$ cat config.mk
export PLATFORM = sky130hd
export DESIGN_NAME = uart_tx
export DESIGN_NICKNAME = d
export VERILOG_FILES = /design/src/rtl/uart_tx.sv
export SDC_FILE = /design/constraint.sdc
export NUM_CORES = 1
export LEC_CHECK = 0
export BUFFER_PORTS_ARGS = -buffer_cell sky130_fd_sc_hd__buf_2
export CAP_MARGIN = 10
export CORE_ASPECT_RATIO = 0.75
export CORE_MARGIN = 10
export CORE_UTILIZATION = 55
export DETAILED_ROUTE_END_ITERATION = 7
export GPL_ROUTABILITY_DRIVEN = 0
export PLACE_DENSITY = 0.88
export SYNTH_ARGS = -nofsm -noshare
export SYNTH_HDL_FRONTEND = slang
export SYNTH_SLANG_ARGS = --single-unit
$ cat constraint.sdc
create_clock -name i_Clock -period 2.5 [get_ports i_Clock]
set_input_delay 0.125 -clock i_Clock [delete_from_list [all_inputs] [get_ports i_Clock]]
set_output_delay 0.125 -clock i_Clock [all_outputs]
set_load 0.01 [all_outputs]
$ cat src/rtl/uart_tx.sv
// 8N1 UART transmitter with a bit period programmable in clock cycles.
// One byte and one period are captured per accepted request; all outputs are registered.
module uart_tx #(
  parameter int DATA_BITS = 8,
  parameter int CNT_W     = 12
) (
  input  logic                 i_Clock,
  input  logic                 i_Rst_L,
  input  logic                 i_TX_DV,
  input  logic [DATA_BITS-1:0] i_TX_Byte,
  input  logic [CNT_W-1:0]     i_Clk_per_bit,
  output logic                 o_TX_Active_L,
  output logic                 o_TX_Serial,
  output logic                 o_TX_Done
);

  localparam int IDX_W = $clog2(DATA_BITS);
  localparam logic [IDX_W-1:0] LAST_IDX = IDX_W'(DATA_BITS - 1);

  typedef enum logic [2:0] {
    IDLE,
    START,
    DATA,
    STOP,
    CLEANUP
  } state_t;

  state_t                 state;
  logic [CNT_W-1:0]       bit_cnt;
  logic [CNT_W-1:0]       cnt_last;
  logic [DATA_BITS-1:0]   tx_byte;
  logic [IDX_W-1:0]       bit_idx;
  logic [CNT_W-1:0]       accept_last;
  logic [IDX_W-1:0]       next_idx;
  logic                   bit_end;

  // A programmed period of 0 behaves like 1, so the terminal count is N-1 clamped at 0.
  assign accept_last = (i_Clk_per_bit == '0) ? '0 : i_Clk_per_bit - CNT_W'(1);
  assign next_idx    = bit_idx + IDX_W'(1);
  assign bit_end     = (bit_cnt == cnt_last);

  // CLEANUP shares the accept path with IDLE: its exit edge may start the next
  // frame, giving back-to-back frames a single idle-high clock between them.
  always_ff @(posedge i_Clock or negedge i_Rst_L) begin
    if (!i_Rst_L) begin
      state         <= IDLE;
      bit_cnt       <= '0;
      cnt_last      <= '0;
      tx_byte       <= '0;
      bit_idx       <= '0;
      o_TX_Serial   <= 1'b1;
      o_TX_Active_L <= 1'b1;
      o_TX_Done     <= 1'b0;
    end else begin
      case (state)
        IDLE, CLEANUP: begin
          o_TX_Done <= 1'b0;
          if (i_TX_DV) begin
            tx_byte       <= i_TX_Byte;
            cnt_last      <= accept_last;
            bit_cnt       <= '0;
            bit_idx       <= '0;
            o_TX_Serial   <= 1'b0;
            o_TX_Active_L <= 1'b0;
            state         <= START;
          end else begin
            o_TX_Serial   <= 1'b1;
            o_TX_Active_L <= 1'b1;
            state         <= IDLE;
          end
        end
        START: begin
          if (bit_end) begin
            bit_cnt     <= '0;
            bit_idx     <= '0;
            o_TX_Serial <= tx_byte[0];
            state       <= DATA;
          end else begin
            bit_cnt <= bit_cnt + CNT_W'(1);
          end
        end
        DATA: begin
          if (bit_end) begin
            bit_cnt <= '0;
            if (bit_idx == LAST_IDX) begin
              o_TX_Serial <= 1'b1;
              state       <= STOP;
            end else begin
              bit_idx     <= next_idx;
              o_TX_Serial <= tx_byte[next_idx];
            end
          end else begin
            bit_cnt <= bit_cnt + CNT_W'(1);
          end
        end
        STOP: begin
          if (bit_end) begin
            bit_cnt       <= '0;
            o_TX_Active_L <= 1'b1;
            o_TX_Done     <= 1'b1;
            state         <= CLEANUP;
          end else begin
            bit_cnt <= bit_cnt + CNT_W'(1);
          end
        end
        default: begin
          o_TX_Serial   <= 1'b1;
          o_TX_Active_L <= 1'b1;
          o_TX_Done     <= 1'b0;
          state         <= IDLE;
        end
      endcase
    end
  end

endmodule

==> results of run 1 <==
## metal layers
layer	routed length, microns	vias up
met4	79	0
met2	2210	51
met5	0	-
met1	2340	876
li1	-	855
met3	255	6
## cells in the final DEF (no fill, tap or decap), types with 4 or more instances in the layout
| master | n |
|---|---|
| mux2_2 | 10 |
| o21ai_0 | 13 |
| xnor2_1 | 9 |
| dfrtp_1 | 39 |
| nand3_1 | 4 |
| and3_1 | 7 |
| a31oi_1 | 9 |
| ha_1 | 5 |
| nand2_1 | 21 |
| a21oi_1 | 12 |
| buf_4 | 4 |
| mux2i_1 | 4 |
| nor2_1 | 11 |
| buf_2 | 25 |
| xor2_1 | 13 |
| clkbuf_8 | 5 |
| inv_1 | 9 |
## sequential cells by signal, indices dropped and copies added (netlist names)
register / flops
bit_cnt: 12
bit_idx: 3
cnt_last: 12
o_TX_Active_L: 1
o_TX_Done: 1
o_TX_Serial: 1
state: 3
tx_byte: 8
## Yosys cell counts (all sizes together), types with 5 or more instances
cell / count / area (sq um)
dfrtp: 39 / 976
mux2: 11 / 124
and3: 8 / 55.1
ha: 5 / 62.6
xnor2: 9 / 78.8
xor2: 13 / 114
nand2: 21 / 78.8
buf: 6 / 53.8
o21ai: 14 / 70.1
inv: 9 / 33.8
nor2: 11 / 41.3
nor4: 6 / 88.8
a21oi: 12 / 60.1
a31oi: 9 / 56.3
## power by group
part	internal, mW	switching (mW)	leakage, nW
Clock	0.202	0.264	0.0447
Sequential	0.663	0	0.525
Combinational	0.0220	0.0328	0.673
Total	0.886	0.297	1.24
## layout make-up
cell class              instances  area, sq um  area share
inverters                       9         33.8      0.0130
clock buffers                   5         68.8      0.0265
multi-input cells             162         1200       0.464
well taps                      55         68.8      0.0265
repair buffers                 30          165      0.0636
flip-flops and latches         41         1030       0.396
clock inverters                 3         25.0     0.00964
## cell families after synthesis
group | synth area share
and+or+nand+nor | 0.167
AOI/OAI and AO/OA | 0.145
DFF | 0.440
xor gates and xnor gates | 0.0825
buffers and inverters | 0.0439
muxes | 0.0894
adders and majority gates | 0.0316
## what timing repair did
action / in CTS / in global routing
hold endpoints to repair: 39 / 0
hold buffers: 1 / 0
endpoints found under the setup margin: 0 / 0
## stage by stage
step	instances	util
finish	305	0.636
global route	305	0.636
CTS	305	0.636
detailed placement	296	0.611
global placement	296	0.611
floorplan	222	-
## worst paths after layout
check	startpoint	end	depth (start not counted)
worst max-delay path	state[1]	bit_cnt[8]	6
worst min-delay path	i_TX_Byte[3]	tx_byte[3]	2
worst max register to register	state[1]	bit_cnt[8]	6
worst min register to register	o_TX_Serial	o_TX_Serial	2
max in group asynchronous	i_Rst_L	bit_cnt[7]	2
min in group asynchronous	i_Rst_L	cnt_last[9]	2
==> impl_metrics.csv, run 1 <==
group,metric,value,unit
grt,grt_use_met2,0.203,
critical_path,worst-setup-path-type,"reg -> reg",
grt,grt_pass1_wl,8.43,mm
critical_path,crit_top_cell,"a31oi_1",
cts,cts_tree,"yes",
sta,layout_worst_path_cycle_share,0.820,
drt,drt-total-wl,4.89,mm
synth,synth_area,2340,sq um
sta,layout_min_cycle_time,2.05,ns
synth,ys_types,49,
synth,syn_avg_cell_area,10.5,sq um
floorplan,initial_utilization,0.573,
critical_path,crit_buf_inv,1,
outcome,status,"completed",
drt,drt_pre_antenna_iters,4,
cts,numCtsBuffers,5,
synth,synthFlopType,"dfrtp_1",
sta,setup_viol,0,
final_layout,antenna_cells,0,
critical_path,cp_cell_sequence,"nor2_1 > or2_2 > a31oi_1 > buf_4 > a41oi_1 > a31oi_1",
cts,cts_setup_buffers,0,
synth,syn-num-nets,250,
synth,synth-edff-count,0,
drt,via_per_inst,5.86,
run,drv_cap,0,
critical_path,worstPathRequired,2.73,ns
final_layout,syn2layout_area_growth,11.1,%
place,io_buffers,25,
final_layout,finalNetCount,277,
pwr,power.leakage,1.24,nW
sta,holdWs,0.0371,ns
grt,grt_pass1_vias,1805,
grt,grt_max_degree,42,
critical_path,cp_max_fo,10,
critical_path,slowest_delay,0.51,ns
drt,first_iter_violations,161,
critical_path,crit_arrival,2.28,ns
grt,antenna_found_initial,0,
place,post-dp-hpwl,3.73,mm
sta,fin_setup_tns,0,ns
drt,num_vias,1788,
floorplan,num_rows,20,
place,postPlaceCellArea,2490,sq um
pwr,ir_drop,331,uV
cts,ctsResizeCount,0,
cts,cts_buffer_depth,2,
critical_path,cpMaxStageDelayCell,"dfrtp_1",
grt,gr-usage-met1,0.191,
grt,overflow,0,
pwr,powerDensity,456,nW/um^2
sta,worst_pin_slew,0.901,ns
critical_path,critPathLaunchType,"register",
synth,ys_seq_area_frac,0.440,
sta,rsz0062_at_grt,"false",
grt,busiest_layer,"met2",
sta,setup_ws,0.451,ns
drt,drc,0,
grt,grtUsageMet3,0.0394,
final_layout,finalInstanceArea,2590,sq um
pwr,power.total,1.18,mW
sta,skew,0.0138,ns
synth,async_flop_share,1.00,
floorplan,coreArea,4080,sq um
drt,post_drt_wl_per_cell,16.0,microns
drt,route.antenna.remaining_nets,0,
synth,ys.warnings.count,0,
grt,grt_util_all_layers,0.142,
critical_path,reg2reg_slack,0.45,ns
cts,clockRootBuffer,"clkbuf_8",
critical_path,path_delay_family,"compound AO/OA/AOI/OAI gates",
min_path,hold_class,"in -> reg",
synth,synth-seq-cells,41,
sta,relSlewSlack,0.400,
synth,postSynthCellCount,222,
floorplan,dieHeight,76.4,microns
floorplan,die_w,95.3,microns
cts,htree_levels,2,
sta,slew_viol_final,0,
cts,cts_sinks,41,
floorplan,ios,26,
sta,fmax,488,MHz
cts,clk_pin_slew,0.09,ns
place,dp_slack,0.523,ns
floorplan,dieArea,7280,sq um
final_layout,n_fill_cell,308,
critical_path,critPathCaptureType,"register",
cts,insertion_delay,0.31,ns
sta,final-hold-violation-count,0,
final_layout,drive_above_1_share,0.244,
Note: power is estimated with default switching activity, not from simulation.
==> run 2: changes to the inputs <==
--- a/config.mk
+++ b/config.mk
@@ -5,6 +5,7 @@
 export SDC_FILE = /design/constraint.sdc
 export NUM_CORES = 1
 export LEC_CHECK = 0
+export ABC_AREA = 1
 export BUFFER_PORTS_ARGS = -buffer_cell sky130_fd_sc_hd__buf_2
 export CAP_MARGIN = 10
 export CORE_ASPECT_RATIO = 0.75
@@ -12,7 +13,7 @@
 export CORE_UTILIZATION = 55
 export DETAILED_ROUTE_END_ITERATION = 7
 export GPL_ROUTABILITY_DRIVEN = 0
-export PLACE_DENSITY = 0.88
+export PLACE_DENSITY = 0.87
 export SYNTH_ARGS = -nofsm -noshare
 export SYNTH_HDL_FRONTEND = slang
 export SYNTH_SLANG_ARGS = --single-unit
==> constraint.sdc (replaced) <==
create_clock -name i_Clock -period 2.1 [get_ports i_Clock]
set_input_delay 0.105 -clock i_Clock [delete_from_list [all_inputs] [get_ports i_Clock]]
set_output_delay 0.105 -clock i_Clock [all_outputs]
set_load 0.01 [all_outputs]
==> run 2 against run 1 <==
  * The run now ends with negative hold slack left
  * Sequential power up 19%
  * Flip-flop and latch count unchanged
  * Synthesized area up 2.5%
  * Combinational power up 49%
  * Final area up 6.8%
  * Global-route usage up 1.7 points
  * Largest power group unchanged
  * Setup slack worse by 0.13 ns
  * Clock skew down 0.0055 ns
  * Clock power up 42%
  * Utilization up 3.5 points
==> impl_metrics.csv, run 2 <==
group,metric,value,unit
cts,clockRootBuffer,"clkbuf_8",
place,post-dp-hpwl,3.93,mm
synth,synth.most_common_cell,"nand2_1",
sta,holdWs,-0.00266,ns
final_layout,finalNetCount,387,
synth,yosysTopAreaCell,"dfrtp_1",
synth,netlist.area_leader.share,0.408,
sta,worst_pin_slew,0.877,ns
grt,grt_pass1_vias,2095,
drt,via_per_inst,5.24,
final_layout,n_fill_cell,331,
drt,route.antenna.remaining_nets,0,
drt,drt-total-wl,5.52,mm
sta,layout_worst_path_cycle_share,0.848,
drt,drt_pre_antenna_iters,6,
place,io_buffers,25,
cts,cts_sinks,41,
cts,cts_tree,"yes",
synth,ys_seq_area_frac,0.430,
drt,drc,0,
floorplan,num_rows,20,
cts,clk_pin_slew,0.09,ns
grt,grt_max_degree,42,
sta,slew_viol_final,0,
drt,post_drt_wl_per_cell,13.3,microns
floorplan,initial_utilization,0.580,
place,dp.cells,398,
sta,relSlewSlack,0.415,
cts,htree_levels,2,
grt,antenna_found_initial,0,
pwr,ir_drop,411,uV
pwr,power.leakage,1.37,nW
critical_path,cpMaxStageDelayCell,"dfrtp_1",
grt,grt_pass1_wl,9.55,mm
critical_path,crit_arrival,2.04,ns
critical_path,slowest_delay,0.48,ns
outcome,violations,"negative hold slack",
synth,ys_types,29,
floorplan,die_w,96.2,microns
sta,skew,0.00824,ns
grt,overflow,0,
cts,cts_buffer_depth,2,
critical_path,crit_top_cell,"nand2_1",
sta,fmax,561,MHz
cts,cts_setup_buffers,0,
floorplan,dieHeight,77.1,microns
synth,yosys-top-cells-count,"nand2_1 (125), dfrtp_1 (39), inv_1 (28), nand3_1 (24), nor2_1 (20)",
synth,syn_avg_cell_area,7.46,sq um
final_layout,layout_commonest_cell,"nand2_1",
run,drv_cap,0,
critical_path,worstPathRequired,2.35,ns
sta,final-hold-violation-count,1,
cts,insertion_delay,0.31,ns
critical_path,cp_max_fo,8,
synth,async_flop_share,1.00,
drt,first_iter_violations,140,
cts,numCtsBuffers,5,
pwr,powerDensity,553,nW/um^2
floorplan,ios,26,
sta,setup_viol,0,
final_layout,syn2layout_area_growth,15.8,%
synth,synth-edff-count,0,
floorplan,coreArea,4130,sq um
synth,postSynthCellCount,321,
synth,ys_top_cells_by_area,"dfrtp_1 (41%), nand2_1 (20%), nand3_1 (5.0%)",
sta,fin_setup_tns,0,ns
synth,synth_area,2390,sq um
critical_path,cp_cell_sequence,"ha_1 > ha_1 > inv_1 > nand3_1 > nand3_1 > nand2_1 > nand2_1 > nand2_1 > nand3_1 > nand2_1",
critical_path,worst-setup-path-type,"reg -> reg",
critical_path,critPathCaptureType,"register",
final_layout,layout.cells.non_filler,415,
final_layout,largestRegisters,"bit_cnt (12), cnt_last (12), tx_byte (8)",
sta,rsz0062_at_grt,"false",
drt,num_vias,2173,
min_path,hold_class,"in -> reg",
synth,ys.warnings.count,0,
grt,grt_util_all_layers,0.159,
synth,syn-num-nets,349,
synth,synthFlopType,"dfrtp_1",
final_layout,drive_above_1_share,0.172,
critical_path,critPathLaunchType,"register",
synth,synth-seq-cells,41,
outcome,status,"finished, violations left",
final_layout,final_cell_mix,"nand2_1 (125), dfrtp_1 (39), inv_1 (28)",
floorplan,dieArea,7420,sq um
final_layout,antenna_cells,0,
sta,layout_min_cycle_time,1.78,ns
## run 2: layout make-up
| type | instances | area (sq um) | area share |
|---|---|---|---|
| clock buffers | 5 | 68.8 | 0.0248 |
| well taps | 55 | 68.8 | 0.0248 |
| inverters | 39 | 146 | 0.0528 |
| flip-flops and latches | 41 | 1030 | 0.371 |
| multi-input cells | 236 | 1180 | 0.427 |
| repair buffers | 36 | 230 | 0.0831 |
| clock inverters | 3 | 46.3 | 0.0167 |
## run 2: per-layer routing
layer	GRT usage	vias to the layer above	wire [microns]
li1	-	1090	-
met1	0.212	996	2630
met2	0.230	73	2480
met3	0.0447	14	311
met4	0.0691	0	95
met5	0	-	0
## run 2: power breakdown
| group | internal (mW) | switching, mW |
|---|---|---|
| Clock | 0.356 | 0.305 |
| Combinational | 0.0372 | 0.0448 |
| Sequential | 0.789 | 0 |
| Total | 1.18 | 0.349 |
## run 2: cell families (layout without fill, tap and decap cells)
kind of cell | after synthesis | after routing | synth area share
AO/OA/AOI/OAI | 27 | 27 | 0.0700
XOR/XNOR | 18 | 18 | 0.0690
flip-flops | 41 | 41 | 0.430
buffers and inverters | 44 | 83 | 0.0763
AND/OR/NAND/NOR | 186 | 186 | 0.329
adder cells (fa/ha/maj) | 5 | 5 | 0.0261
## run 2: what timing repair did
item / CTS / global route
hold buffers: 9 / 0
endpoints found under the hold margin: 47 / 0
gates resized for setup: 0 / 0
## run 2: final timing paths
check | startpoint | cells after the start | slack [ns] | to
worst max-delay path | bit_idx[0] | 10 | 0.32 | o_TX_Serial
worst min-delay path | i_TX_Byte[6] | 3 | -0.003 | tx_byte[6]
worst max register to register | bit_idx[0] | 10 | 0.32 | o_TX_Serial
worst min register to register | o_TX_Active_L | 2 | 0.47 | o_TX_Active_L
max in group asynchronous | i_Rst_L | 2 | 1.10 | state[0]
min in group asynchronous | i_Rst_L | 2 | 0.46 | tx_byte[6]
## run 2: worst max-delay path: cells and delay by family (launching register included)
family | cells | cell delay (ns)
adder cells (fa/ha/maj) | 2 | 0.57
AND/OR/NAND/NOR | 7 | 0.56
flip-flops | 1 | 0.48
buffers and inverters | 1 | 0.13
## run 2: per-stage QoR
step	hold WS [ns]	util	total power, mW	area, sq um	setup WS, ns
finish	-0.00266	0.671	1.53	2770	0.319
detailed placement	0.273	0.622	0.873	2570	0.384
CTS	0.000689	0.671	1.53	2770	0.348
floorplan	-0.191	-	0.826	2390	0.619
global placement	0.273	0.622	0.871	2570	0.575
global route	0.0107	0.671	1.57	2770	0.190
==> run 3: changes to the inputs <==
--- a/config.mk
+++ b/config.mk
@@ -5,7 +5,7 @@
 export SDC_FILE = /design/constraint.sdc
 export NUM_CORES = 1
 export LEC_CHECK = 0
-export ABC_AREA = 1
+export ABC_AREA = 0
 export BUFFER_PORTS_ARGS = -buffer_cell sky130_fd_sc_hd__buf_2
 export CAP_MARGIN = 10
 export CORE_ASPECT_RATIO = 0.75
@@ -13,7 +13,7 @@
 export CORE_UTILIZATION = 55
 export DETAILED_ROUTE_END_ITERATION = 7
 export GPL_ROUTABILITY_DRIVEN = 0
-export PLACE_DENSITY = 0.87
+export PLACE_DENSITY = 0.88
 export SYNTH_ARGS = -nofsm -noshare
 export SYNTH_HDL_FRONTEND = slang
 export SYNTH_SLANG_ARGS = --single-unit
==> constraint.sdc (replaced) <==
create_clock -name i_Clock -period 1.8 [get_ports i_Clock]
set_input_delay 0.09 -clock i_Clock [delete_from_list [all_inputs] [get_ports i_Clock]]
set_output_delay 0.09 -clock i_Clock [all_outputs]
set_load 0.01 [all_outputs]
==> run 3 against run 2 <==
  * The run ends with negative setup slack left
  * Clock skew about the same
  * Sequential power up 17%
  * Register-to-register slack worse by 0.39 ns
  * Fmax down 4.6%
  * Utilization up 3.1 points
  * Sequential share of layout area down 1.2 points
  * Via count down 11%
  * Die area down 1.8%
  * Total power up 3.8%
  * Non-clock buffer count up 22
  * First-iteration DRC count up 45%
  * Critical path type unchanged
  * Critical endpoint is now bit_idx[0]
  * Largest cell class unchanged
==> impl_metrics.csv, run 3 (synthesized netlist as in run 1, its figures left out) <==
group,metric,value,unit
outcome,status,"finished, violations left",
outcome,violations,"negative setup slack",
drt,drt-total-wl,5.87,mm
floorplan,initial_utilization,0.573,
cts,cts_buffer_depth,2,
critical_path,critPathLaunchType,"register",
sta,rsz0062_at_grt,"true",
drt,first_iter_violations,203,
grt,antenna_found_initial,0,
cts,htree_levels,2,
final_layout,finalInstanceArea,2860,sq um
cts,clockRootBuffer,"clkbuf_8",
critical_path,critPathCaptureType,"register",
final_layout,n_fill_cell,278,
pwr,ir_drop,509,uV
sta,relSlewSlack,0.494,
sta,fin_setup_tns,-0.195,ns
pwr,sequentialPowerShare,0.579,
drt,drc,0,
grt,grt_util_all_layers,0.156,
floorplan,dieHeight,76.4,microns
final_layout,drive_above_1_share,0.356,
critical_path,worst-setup-path-type,"reg -> reg",
place,postPlaceCellArea,2620,sq um
final_layout,finalNetCount,305,
grt,grt_pass1_wl,9.13,mm
sta,skew,0.00811,ns
sta,slew_viol_final,0,
critical_path,crit_arrival,2.06,ns
floorplan,dieArea,7280,sq um
final_layout,syn2layout_area_growth,22.6,%
pwr,switching_share,0.232,
pwr,intPower,1.22,mW
min_path,hold_class,"in -> reg",
run,drv_cap,0,
sta,setup_ws,-0.0679,ns
sta,setup_viol,5,
sta,holdWs,0.0237,ns
floorplan,die_w,95.3,microns
sta,final-hold-violation-count,0,
grt,grt_max_degree,42,
sta,fmax,535,MHz
place,dp_slack,-0.0236,ns
final_layout,final_cell_mix,"dfrtp_1 (38), buf_4 (32), buf_2 (25)",
place,io_buffers,25,
floorplan,ios,26,
final_layout,layout_commonest_cell,"dfrtp_1",
place,post-dp-hpwl,3.92,mm
sta,layout_min_cycle_time,1.87,ns
pwr,power.total,1.59,mW
pwr,p_clk_frac,0.372,
final_layout,antenna_cells,0,
cts,clk_pin_slew,0.08,ns
drt,route.antenna.remaining_nets,0,
sta,layout_worst_path_cycle_share,1.04,
floorplan,coreArea,4080,sq um
final_layout,fin_util,0.702,
pwr,switching_power,0.368,mW
cts,insertion_delay,0.30,ns
cts,numCtsBuffers,5,
drt,drt_pre_antenna_iters,4,
grt,overflow,0,
cts,cts_sinks,41,
critical_path,worstPathRequired,1.99,ns
pwr,combPwrFrac,0.049,
final_layout,largestRegisters,"bit_cnt (12), cnt_last (12), tx_byte (8)",
sta,worst_pin_slew,0.753,ns
drt,num_vias,1940,
drt,via_per_inst,5.83,
pwr,powerDensity,555,nW/um^2
grt,grt_pass1_vias,1904,
pwr,power.leakage,1.39,nW
place,dp.cells,313,
critical_path,cp_max_fo,5,
drt,post_drt_wl_per_cell,17.6,microns
cts,cts_tree,"yes",
floorplan,num_rows,20,
final_layout,layout.cells.non_filler,333,
## run 3: changes by cell type in the layout (fill, tap and decap cells not counted), moves of 9 or more
cell	before	now
buf_4	2	32
mux2_2	0	10
o21ai_0	2	13
inv_1	28	9
a21oi_1	2	12
a31oi_1	0	9
nor2_1	20	11
nand2_1	125	21
o22ai_1	14	0
nand3_1	24	4
inv_2	11	0
## run 3: final timing paths
check                      slack (ns)  cells after the start         start          end
max                             -0.07                      6    bit_cnt[6]   bit_idx[0]
min                              0.02                      2  i_TX_Byte[4]   tx_byte[4]
max reg2reg                     -0.07                      6    bit_cnt[6]   bit_idx[0]
min reg2reg                      0.50                      2   o_TX_Serial  o_TX_Serial
max in group asynchronous        1.03                      3       i_Rst_L   bit_cnt[9]
min in group asynchronous        0.39                      3       i_Rst_L   bit_cnt[3]
## run 3: timing repair
action | in CTS | in global routing
endpoints found under the setup margin | 1 | 6
pin swaps | 2 | 8
endpoints found under the hold margin | 39 | 0
setup buffers | 2 | 9
resized for setup | 0 | 11
hold buffers | 1 | 0
## run 3: area by class of cell
| class | instances | area, sq um | share of cell area |
|---|---|---|---|
| Clock buffer | 6 | 72.6 | 0.0253 |
| Multi-Input combinational cell | 162 | 1270 | 0.445 |
| Timing Repair Buffer | 58 | 375 | 0.131 |
| Inverter | 9 | 33.8 | 0.0118 |
| Sequential cell | 41 | 1030 | 0.360 |
| Tap cell | 55 | 68.8 | 0.0240 |
| Clock inverter | 2 | 10.0 | 0.00349 |
## run 3: metal layers
layer,vias to the layer above,share of wire,global-route usage
met4,0,0.019,0.0537
li1,909,-,-
met3,11,0.062,0.0335
met1,938,0.44,0.212
met5,-,0,0
met2,82,0.48,0.235
## run 3: critical path, stage by stage (launching register included)
cell	delay (ns)
dfrtp_1	0.42
xor2_2	0.21
nor4_4	0.33
buf_4	0.19
and3_4	0.22
a21boi_2	0.08
mux2_4	0.30
## run 3: power groups by stage
stage                     clock (mW)  sequential (mW)  combinational [mW]
after floorplan                    0            0.939              0.0212
after global placement             0            0.939              0.0753
after detailed placement           0            0.939              0.0780
after CTS                      0.600            0.920              0.0798
after global routing           0.641            0.920              0.0901
final                          0.591            0.921              0.0783
